`src/rtl/tms_pkg.sv`:
```
// Shared types and sizes for the SDM delay-scan sequencer and its edge counter.
package tms_pkg;
  localparam int NTAP           = 32;
  localparam int TAP_WIDTH      = 5;
  localparam int CHAN_WIDTH     = 8;
  localparam int RES_ADDR_WIDTH = CHAN_WIDTH + TAP_WIDTH;

  typedef enum logic [2:0] {
    ST_IDLE    = 3'd0,
    ST_LOAD    = 3'd1,
    ST_SETTLE  = 3'd2,
    ST_MEASURE = 3'd3,
    ST_STORE   = 3'd4,
    ST_APPLY   = 3'd5,
    ST_FINISH  = 3'd6
  } state_t;
endpackage

```
`src/rtl/tms_sdm_edge_counter.sv`:
```
// Selects one receiver lane and counts its bit transitions, saturating at all-ones.
module tms_sdm_edge_counter
  import tms_pkg::*;
#(
  parameter int NLANE     = 38,
  parameter int CNT_WIDTH = 16
) (
  input  logic                  i_clk,
  input  logic                  i_rst,
  input  logic                  i_clr,
  input  logic                  i_cap,
  input  logic                  i_en,
  input  logic [CHAN_WIDTH-1:0] i_lane,
  input  logic [NLANE-1:0]      i_din,
  output logic [CNT_WIDTH-1:0]  o_count
);
  logic [255:0]         w_pad;
  logic                 w_bit;
  logic                 r_prev;
  logic [CNT_WIDTH-1:0] r_count;

  // Zero-padded so any 8-bit lane index is in range.
  assign w_pad   = 256'(i_din);
  assign w_bit   = w_pad[i_lane];
  assign o_count = r_count;

  always_ff @(posedge i_clk or posedge i_rst) begin
    if (i_rst) begin
      r_prev  <= 1'b0;
      r_count <= '0;
    end else begin
      if (i_clr)
        r_count <= '0;
      else if (i_en && (w_bit != r_prev) && (r_count != {CNT_WIDTH{1'b1}}))
        r_count <= r_count + 1'b1;
      if (i_cap || i_en)
        r_prev <= w_bit;
    end
  end
endmodule

```
`src/rtl/tms_sdm_delay_scan.sv`:
```
// Sweeps the IDELAY tap of each selected SDM lane and logs per-tap transition counts.
// TMS_SDM_SCAN_AUTOSET_EN adds an APPLY step that programs each lane's lowest-count tap.
module tms_sdm_delay_scan
  import tms_pkg::*;
#(
  parameter int NCH          = 19,
  parameter int CNT_WIDTH    = 16,
  parameter int SETTLE_WIDTH = 8
) (
  input  logic                      CLK,
  input  logic                      RESET,
  input  logic                      START,
  input  logic                      ABORT,
  input  logic [CHAN_WIDTH-1:0]     CHAN_FIRST,
  input  logic [CHAN_WIDTH-1:0]     CHAN_LAST,
  input  logic [SETTLE_WIDTH-1:0]   SETTLE_CYCLES,
  input  logic [3:0]                WINDOW_LOG2,
  input  logic [NCH*2-1:0]          DIN,
  output logic [CHAN_WIDTH-1:0]     DELAY_CHANNEL,
  output logic [TAP_WIDTH-1:0]      DELAY_VALUE,
  output logic                      DELAY_UPDATE,
  output logic                      RES_WE,
  output logic [RES_ADDR_WIDTH-1:0] RES_ADDR,
  output logic [CNT_WIDTH-1:0]      RES_DATA,
  output logic                      BUSY,
  output logic                      DONE,
  output logic                      ERR
);
  localparam logic [CHAN_WIDTH:0] NLANE = (CHAN_WIDTH+1)'(2*NCH);

  state_t                  r_state;
  logic [CHAN_WIDTH-1:0]   r_lane, r_last, r_dly_chan;
  logic [TAP_WIDTH-1:0]    r_tap, r_dly_val;
  logic [SETTLE_WIDTH-1:0] r_settle_cfg, r_settle_cnt;
  logic [3:0]              r_wlog2;
  logic [15:0]             r_win_cnt;
  logic                    r_err;
  logic [CNT_WIDTH-1:0]    w_count;
  logic                    w_range_ok, w_settle_last, w_win_last, w_lane_last;
  logic [15:0]             w_win_max;

  assign w_range_ok    = (CHAN_FIRST <= CHAN_LAST) && ({1'b0, CHAN_LAST} < NLANE);
  assign w_settle_last = (r_settle_cnt == r_settle_cfg);
  assign w_win_max     = (16'd1 << r_wlog2) - 16'd1;
  assign w_win_last    = (r_win_cnt == w_win_max);
  assign w_lane_last   = (r_lane == r_last);

`ifdef TMS_SDM_SCAN_AUTOSET_EN
  logic [TAP_WIDTH-1:0] r_best_tap, w_best_tap;
  logic [CNT_WIDTH-1:0] r_best_cnt;
  logic                 w_take;
  // Strict less-than keeps the lowest tap on ties.
  assign w_take     = (r_tap == '0) || (w_count < r_best_cnt);
  assign w_best_tap = w_take ? r_tap : r_best_tap;
`endif

  always_ff @(posedge CLK or posedge RESET) begin
    if (RESET) begin
      r_state      <= ST_IDLE;
      r_lane       <= '0;
      r_last       <= '0;
      r_tap        <= '0;
      r_dly_chan   <= '0;
      r_dly_val    <= '0;
      r_settle_cfg <= '0;
      r_settle_cnt <= '0;
      r_wlog2      <= '0;
      r_win_cnt    <= '0;
      r_err        <= 1'b0;
`ifdef TMS_SDM_SCAN_AUTOSET_EN
      r_best_tap   <= '0;
      r_best_cnt   <= '0;
`endif
    end else if (ABORT) begin
      r_state <= ST_IDLE;
    end else begin
      case (r_state)
        ST_IDLE: if (START) begin
          if (w_range_ok) begin
            r_lane       <= CHAN_FIRST;
            r_last       <= CHAN_LAST;
            r_settle_cfg <= SETTLE_CYCLES;
            r_wlog2      <= WINDOW_LOG2;
            r_tap        <= '0;
            r_dly_chan   <= CHAN_FIRST;
            r_dly_val    <= '0;
            r_err        <= 1'b0;
            r_state      <= ST_LOAD;
          end else begin
            r_err   <= 1'b1;
            r_state <= ST_FINISH;
          end
        end
        ST_LOAD: begin
          r_settle_cnt <= '0;
          r_state      <= ST_SETTLE;
        end
        ST_SETTLE: begin
          r_settle_cnt <= r_settle_cnt + 1'b1;
          r_win_cnt    <= '0;
          if (w_settle_last) r_state <= ST_MEASURE;
        end
        ST_MEASURE: begin
          r_win_cnt <= r_win_cnt + 16'd1;
          if (w_win_last) r_state <= ST_STORE;
        end
        ST_STORE: begin
`ifdef TMS_SDM_SCAN_AUTOSET_EN
          r_best_tap <= w_best_tap;
          if (w_take) r_best_cnt <= w_count;
`endif
          if (r_tap != 5'd31) begin
            r_tap     <= r_tap + 1'b1;
            r_dly_val <= r_tap + 1'b1;
            r_state   <= ST_LOAD;
          end else begin
`ifdef TMS_SDM_SCAN_AUTOSET_EN
            r_dly_val <= w_best_tap;
            r_state   <= ST_APPLY;
`else
            if (!w_lane_last) begin
              r_lane     <= r_lane + 1'b1;
              r_dly_chan <= r_lane + 1'b1;
              r_tap      <= '0;
              r_dly_val  <= '0;
              r_state    <= ST_LOAD;
            end else begin
              r_state <= ST_FINISH;
            end
`endif
          end
        end
`ifdef TMS_SDM_SCAN_AUTOSET_EN
        ST_APPLY: begin
          if (!w_lane_last) begin
            r_lane     <= r_lane + 1'b1;
            r_dly_chan <= r_lane + 1'b1;
            r_tap      <= '0;
            r_dly_val  <= '0;
            r_state    <= ST_LOAD;
          end else begin
            r_state <= ST_FINISH;
          end
        end
`endif
        default: r_state <= ST_IDLE;
      endcase
    end
  end

  tms_sdm_edge_counter #(
    .NLANE     (NCH*2),
    .CNT_WIDTH (CNT_WIDTH)
  ) u_edge (
    .i_clk   (CLK),
    .i_rst   (RESET),
    .i_clr   (r_state == ST_LOAD),
    .i_cap   ((r_state == ST_SETTLE) && w_settle_last),
    .i_en    (r_state == ST_MEASURE),
    .i_lane  (r_lane),
    .i_din   (DIN),
    .o_count (w_count)
  );

  assign DELAY_CHANNEL = r_dly_chan;
  assign DELAY_VALUE   = r_dly_val;
  assign DELAY_UPDATE  = (r_state == ST_LOAD) || (r_state == ST_APPLY);
  assign RES_WE        = (r_state == ST_STORE);
  assign RES_ADDR      = {r_lane, r_tap};
  assign RES_DATA      = w_count;
  assign BUSY          = (r_state != ST_IDLE);
  assign DONE          = (r_state == ST_FINISH);
  assign ERR           = r_err;
endmodule

```
`config.mk`:
```
export PLATFORM = sky130hd
export DESIGN_NAME = tms_sdm_delay_scan
export DESIGN_NICKNAME = d
export VERILOG_FILES = /design/src/rtl/tms_pkg.sv /design/src/rtl/tms_sdm_edge_counter.sv /design/src/rtl/tms_sdm_delay_scan.sv
export SDC_FILE = /design/constraint.sdc
export NUM_CORES = 1
export LEC_CHECK = 0
export BUFFER_PORTS_ARGS = -buffer_cell sky130_fd_sc_hd__buf_2
export CORE_MARGIN = 2
export CORE_UTILIZATION = 35
export DETAILED_ROUTE_END_ITERATION = 8
export GPL_TIMING_DRIVEN = 1
export REMOVE_ABC_BUFFERS = 1
export SLEW_MARGIN = 20
export SYNTH_ARGS = -nofsm -noshare
export SYNTH_HDL_FRONTEND = slang
export SYNTH_SLANG_ARGS = --single-unit
```
`constraint.sdc`:
```
create_clock -name CLK -period 2.6 [get_ports CLK]
set_input_delay 0.52 -clock CLK [delete_from_list [all_inputs] [get_ports CLK]]
set_output_delay 0.52 -clock CLK [all_outputs]
set_load 0.05 [all_outputs]
```
==> results.sh, run 1 <==
export IMPL_combPwrFrac=0.581
export IMPL_layout_nets=834
export IMPL_max_cap_viol_count=0
export IMPL_io_buffer_count=116
export IMPL_grt_first_pass_wirelength_um=23900
export IMPL_reg2reg_slack_ns=-0.23
export IMPL_p_sw_frac=0.464
export IMPL_critPathRequiredTime_ns=2.83
export IMPL_antenna_found_initial=0
export IMPL_syn_inst=598
export IMPL_r2r_start="r_wlog2[2]$_DFFE_PP0P_"
export IMPL_drt_iter0_markers=236
export IMPL_timing_fmax_mhz=353
export IMPL_fp_dieW_um=127
export IMPL_fillers=1440
export IMPL_layout_setup_ws_ns=-0.232
export IMPL_htreeDepth=3
export IMPL_seqPwrFrac=0.246
export IMPL_regArea_um2=1950
export IMPL_multi_input_area_um2=3230
export IMPL_ir_drop_mv=0.772
export IMPL_yosys_warnings=0
export IMPL_place_congestion=0.868
export IMPL_p_sw_mw=3.81
export IMPL_wl_um=14500
export IMPL_crit_path_max_fanout=6
export IMPL_worstSetupEndpointType="flip-flop"
export IMPL_vias_per_cell=5.37
export IMPL_cts_buffer_depth=2
export IMPL_gr_total_overflow=0
export IMPL_grt_pass1_vias=5024
export IMPL_synth_distinct_cells=61
export IMPL_layout_commonest_cell="buf_2"
export IMPL_final_period_utilization=1.09
export IMPL_initial_core_util=0.354
export IMPL_fin_area_um2=6980
export IMPL_final_layout_size_suffix_gt1_frac=0.354
export IMPL_place_area_um2=6420
export IMPL_fp_dieH_um=127
export IMPL_vias=5054
export IMPL_drtAntennaViolNets=0
export IMPL_cts_tree="built"
export IMPL_core_area_um2=15000
export IMPL_layout_common_cells="116 x buf_2, 77 x dfrtp_1, 66 x buf_4"
export IMPL_path_clk_slew_ns=0.06
export IMPL_p_leak_nw=3.32
export IMPL_tightest_slew_ns=0.567
export IMPL_insertion_delay_ns=0.35
export IMPL_violations="setup timing"
export IMPL_grt_max_degree=32
export IMPL_routedWlPerCell_um=15.4
export IMPL_fin_crit_ns=2.83
export IMPL_status="finished, violations left"
export IMPL_dieArea_um2=16200
export IMPL_drv_slew=0
export IMPL_setup_violations=3
export IMPL_ys_async_sr_fraction=1.00
export IMPL_power_mw=8.21
export IMPL_drc=0
export IMPL_area_delta_synth_final_pct=31.2
export IMPL_insertedDiodeCount=0
export IMPL_p_per_area_nw_per_um2=1180
export IMPL_hold_viol=0
export IMPL_setup_tns_final_ns=-0.592
export IMPL_ys_ff_latch=78
export IMPL_cts_buffers_inserted=9
export IMPL_power_internal_mw=4.41
export IMPL_slew_headroom=0.621
export IMPL_r2r_cells=9
export IMPL_hpwlAfterDp_um=11000
export IMPL_yosysSeqAreaShare=0.367
export IMPL_start_kind="flip-flop"
export IMPL_crit_type="reg -> reg"
export IMPL_cts_root_buf="clkbuf_16"
export IMPL_io_pins=117
export IMPL_p_clk_frac=0.173
export IMPL_grt_use_total=0.184
export IMPL_rsz0062_at_grt="true"
export IMPL_netlist_area_um2=5320
export IMPL_fin_skew_ns=0.00744
export IMPL_cp_startpoint="r_wlog2[2]$_DFFE_PP0P_"
export IMPL_avgSynthCellArea_um2=8.90
export IMPL_synth_edf_count=0
export IMPL_regToRegEndpoint="r_state[1]$_DFFE_PP0P_"
export IMPL_synthFlopType="dfrtp_1"
export IMPL_min_path_type="in -> async"
export IMPL_dr_pass1_iters=4
export IMPL_fp_row_count=45
export IMPL_cts_sinks=78
export IMPL_worstPathArrival_ns=3.06
[Yosys cell counts, types with 3 or more instances]
| cell | count | share of area |
|---|---|---|
| and3_1 | 19 | 0.022 |
| mux2i_1 | 9 | 0.017 |
| nor2b_1 | 3 | 0.0035 |
| nor2_1 | 46 | 0.032 |
| and2_1 | 3 | 0.0035 |
| xnor2_1 | 21 | 0.035 |
| nand2b_1 | 8 | 0.0094 |
| buf_2 | 3 | 0.0028 |
| mux2_2 | 20 | 0.042 |
| a21o_1 | 4 | 0.0056 |
| xor2_1 | 21 | 0.035 |
| nor3b_1 | 3 | 0.0042 |
| o21ai_0 | 36 | 0.034 |
| nor3_1 | 14 | 0.013 |
| or3_1 | 15 | 0.018 |
| o22ai_1 | 6 | 0.0071 |
| nand4_1 | 14 | 0.016 |
| mux4_2 | 4 | 0.017 |
| ha_1 | 15 | 0.035 |
| nor4_1 | 5 | 0.0059 |
| o32ai_1 | 3 | 0.0049 |
| o31ai_1 | 5 | 0.0071 |
| clkbuf_1 | 25 | 0.018 |
| mux4_1 | 4 | 0.020 |
| a21oi_1 | 32 | 0.030 |
| buf_4 | 13 | 0.018 |
| or4_1 | 4 | 0.0056 |
| inv_1 | 27 | 0.019 |
| nand3_1 | 28 | 0.026 |
| nand2_1 | 54 | 0.038 |
| a31oi_1 | 10 | 0.012 |
| dfrtp_1 | 78 | 0.37 |
| o211ai_1 | 3 | 0.0042 |
[power groups by stage]
stage / Sequential (mW) / Clock [mW] / Combinational [mW]
5_1_grt: 2.09 / 1.50 / 5.15
2_1_floorplan: 2.95 / 0 / 1.93
6_report: 2.02 / 1.42 / 4.77
3_3_place_gp: 2.01 / 0 / 4.29
3_5_place_dp: 2.03 / 0 / 4.37
4_1_cts: 2.02 / 1.45 / 4.62
[per-layer routing]
layer,up-vias,share of wire,GRT usage,wire length [um]
met5,-,0,0,0
met4,0,0.026,0.0814,379
met3,29,0.049,0.0356,710
met2,137,0.50,0.321,7260
met1,2437,0.43,0.220,6180
li1,2451,-,-,-
[how the worst max path moves through the flow]
| stage | endpoint | cells past startpoint |
|---|---|---|
| after CTS | r_state[1]$_DFFE_PP0P_ | 9 |
| after global placement | r_state[1]$_DFFE_PP0P_ | 10 |
| after detailed placement | r_state[1]$_DFFE_PP0P_ | 9 |
| final | r_state[1]$_DFFE_PP0P_ | 9 |
| after floorplan | u_edge.o_count[12]$_DFFE_PP0P_ | 7 |
| after global routing | r_state[1]$_DFFE_PP0P_ | 10 |
[flip-flops by register name, indices dropped and copies added (netlist names)]
name / count
DELAY_CHANNEL: 8
r_settle_cnt: 8
r_settle_cfg: 8
r_last: 8
u_edge.o_count: 16
r_state: 3
r_win_cnt: 16
DELAY_VALUE: 5
u_edge.r_prev: 1
ERR: 1
r_wlog2: 4
[logic make-up (layout without fill, tap and decap cells)]
kind of cell	count (synthesis)	count (layout)	share of synthesized area
AO/OA/AOI/OAI	126	126	0.150
XOR/XNOR	42	42	0.0691
adder cells (fa/ha/maj)	15	15	0.0353
buffers and inverters	73	229	0.0663
flip-flops	78	78	0.367
multiplexers	38	38	0.0987
AND/OR/NAND/NOR	226	226	0.214
[timing repair]
action | 4_1_cts | 5_1_grt
setup buffers | 1 | 1
resized for setup | 19 | 24
pin swaps | 8 | 15
endpoints found under the setup margin | 19 | 21
hold buffers | 0 | 0
[metrics by stage]
stage | setup WS, ns | instances | utilization | hold slack (ns)
floorplan | -0.760 | 552 | - | 0.469
global placement | -0.346 | 925 | 0.427 | 0.482
detailed placement | -0.407 | 925 | 0.427 | 0.490
CTS | -0.211 | 942 | 0.456 | 0.238
global route | -0.330 | 942 | 0.465 | 0.274
finish | -0.232 | 942 | 0.465 | 0.220
[final cells by class]
type                    instances  area share
repair buffers                186       0.162
multi-input cells             447       0.463
clock buffers                  10      0.0342
clock inverters                 6      0.0133
well taps                     188      0.0337
inverters                      27      0.0145
flip-flops and latches         78       0.280
[critical path, cell delays in order (launching register included)]
cell	delay, ns
dfrtp_1	0.38
or4_4	0.57
ha_4	0.21
nor4bb_4	0.38
nand2_1	0.14
a21oi_2	0.15
o22ai_1	0.08
or4_4	0.55
a32oi_1	0.16
o31ai_1	0.09
(Power assumes the default switching activity.)
==> run 2: changes to the inputs <==
- SKIP_LAST_GASP: unset -> 1
==> run 2 against run 1 <==
  * The run still ends with setup timing left
  * Via count fell by 0.63%
  * Register-to-register slack got worse by 0.02 ns
  * Die area did not move
  * Wire length barely moved
  * Total power fell by 0.22%
  * Largest power group unchanged
  * Sequential cell count did not move
  * Sequential share of layout area barely moved
  * Design area barely moved
  * Sequential power barely moved
  * Setup slack got worse by 0.021 ns
  * Non-clock buffer count did not move
  * First-iteration DRC count rose by 5.9%
==> results.sh, run 2 (synthesized netlist as in run 1, its figures left out) <==
export IMPL_regToRegEndpoint="r_state[1]$_DFFE_PP0P_"
export IMPL_initial_core_util=0.354
export IMPL_fp_dieW_um=127
export IMPL_layout_cells_non_filler=942
export IMPL_place_congestion=0.868
export IMPL_fin_skew_ns=0.00729
export IMPL_max_cap_viol_count=0
export IMPL_pre_cts_ws_ns=-0.407
export IMPL_core_area_um2=15000
export IMPL_layout_nets=834
export IMPL_path_clk_slew_ns=0.06
export IMPL_area_delta_synth_final_pct=31.1
export IMPL_antenna_found_initial=0
export IMPL_hpwlAfterDp_um=11000
export IMPL_vias=5022
export IMPL_r2r_start="r_wlog2[2]$_DFFE_PP0P_"
export IMPL_critPathRequiredTime_ns=2.82
export IMPL_cts_buffers_inserted=9
export IMPL_fin_crit_ns=2.85
export IMPL_fillers=1439
export IMPL_final_period_utilization=1.10
export IMPL_wl_um=14500
export IMPL_status="finished, violations left"
export IMPL_regArea_um2=1950
export IMPL_htreeDepth=3
export IMPL_dr_pass1_iters=4
export IMPL_drc=0
export IMPL_tightest_slew_ns=0.566
export IMPL_io_buffer_count=116
export IMPL_drtAntennaViolNets=0
export IMPL_violations="setup timing"
export IMPL_p_per_area_nw_per_um2=1170
export IMPL_reg2reg_slack_ns=-0.25
export IMPL_rsz0062_at_grt="true"
export IMPL_cp_startpoint="r_wlog2[2]$_DFFE_PP0P_"
export IMPL_cts_buffer_depth=2
export IMPL_vias_per_cell=5.33
export IMPL_timing_fmax_mhz=350
export IMPL_drv_slew=0
export IMPL_whs_ns=0.222
export IMPL_drt_iter0_markers=250
export IMPL_slew_headroom=0.622
export IMPL_grt_first_pass_wirelength_um=23900
export IMPL_start_kind="flip-flop"
export IMPL_setup_violations=3
export IMPL_final_layout_size_suffix_gt1_frac=0.351
export IMPL_cts_sinks=78
export IMPL_place_area_um2=6420
export IMPL_cts_root_buf="clkbuf_16"
export IMPL_crit_path_max_fanout=6
export IMPL_worstPathArrival_ns=3.08
export IMPL_routedWlPerCell_um=15.4
export IMPL_setup_tns_final_ns=-0.656
export IMPL_layout_common_cells="116 x buf_2, 77 x dfrtp_1, 67 x buf_4"
export IMPL_p_leak_nw=3.32
export IMPL_ir_drop_mv=0.772
export IMPL_r2r_cells=10
export IMPL_dieArea_um2=16200
export IMPL_layout_setup_ws_ns=-0.253
export IMPL_cts_tree="built"
export IMPL_io_pins=117
export IMPL_insertion_delay_ns=0.35
export IMPL_grt_max_degree=32
export IMPL_crit_type="reg -> reg"
export IMPL_fin_area_um2=6980
export IMPL_multi_input_area_um2=3230
export IMPL_postLayoutCoreUtil=0.464
export IMPL_grt_use_total=0.184
export IMPL_grt_pass1_vias=5025
export IMPL_min_path_type="in -> async"
export IMPL_layout_commonest_cell="buf_2"
export IMPL_insertedDiodeCount=0
export IMPL_hold_viol=0
export IMPL_worstSetupEndpointType="flip-flop"
export IMPL_fp_dieH_um=127
export IMPL_gr_total_overflow=0
export IMPL_power_mw=8.20
export IMPL_fp_row_count=45
export IMPL_place_inst=925
run 2: per-layer routing:
layer / wire (um) / GRT usage
met3: 662 / 0.0356
met2: 7290 / 0.321
met1: 6210 / 0.220
met4: 371 / 0.0814
met5: 0 / 0
run 2: worst max-delay path, cell delays in order, from the launching register on:
cell and delay, ns:
dfrtp_1 0.38, or4_4 0.57, ha_4 0.21, buf_4 0.17, buf_4 0.16, a31oi_4 0.19
o221a_2 0.21, o22ai_1 0.09, or4_4 0.51, a32oi_1 0.16, o31ai_1 0.09
run 2: timing repair:
item                       4_1_cts  5_1_grt
resized for setup               18       23
buffers inserted                 1        1
setup endpoints to repair       19       21
hold buffers                     0        0
pin swaps                        8       13
run 2: final cells by class:
cell class / instances / area share
inverter: 27 / 0.0145
multi-input combinational: 447 / 0.463
clock buffer: 10 / 0.0342
tap: 188 / 0.0337
sequential: 78 / 0.280
clock inverter: 6 / 0.0133
timing repair buffer: 186 / 0.161
run 2: where the power goes:
group / internal (mW) / total, mW / switching [mW]
combinational: 1.94 / 4.76 / 2.82
sequential: 1.58 / 2.02 / 0.440
clock: 0.874 / 1.42 / 0.543
total: 4.39 / 8.20 / 3.81
run 2: worst max path at each step:
stage | endpoint | cells after the start
2_1_floorplan | u_edge.o_count[12]$_DFFE_PP0P_ | 7
6_report | r_state[1]$_DFFE_PP0P_ | 10
5_1_grt | r_state[1]$_DFFE_PP0P_ | 10
3_3_place_gp | r_state[1]$_DFFE_PP0P_ | 10
3_5_place_dp | r_state[1]$_DFFE_PP0P_ | 9
4_1_cts | r_state[1]$_DFFE_PP0P_ | 10
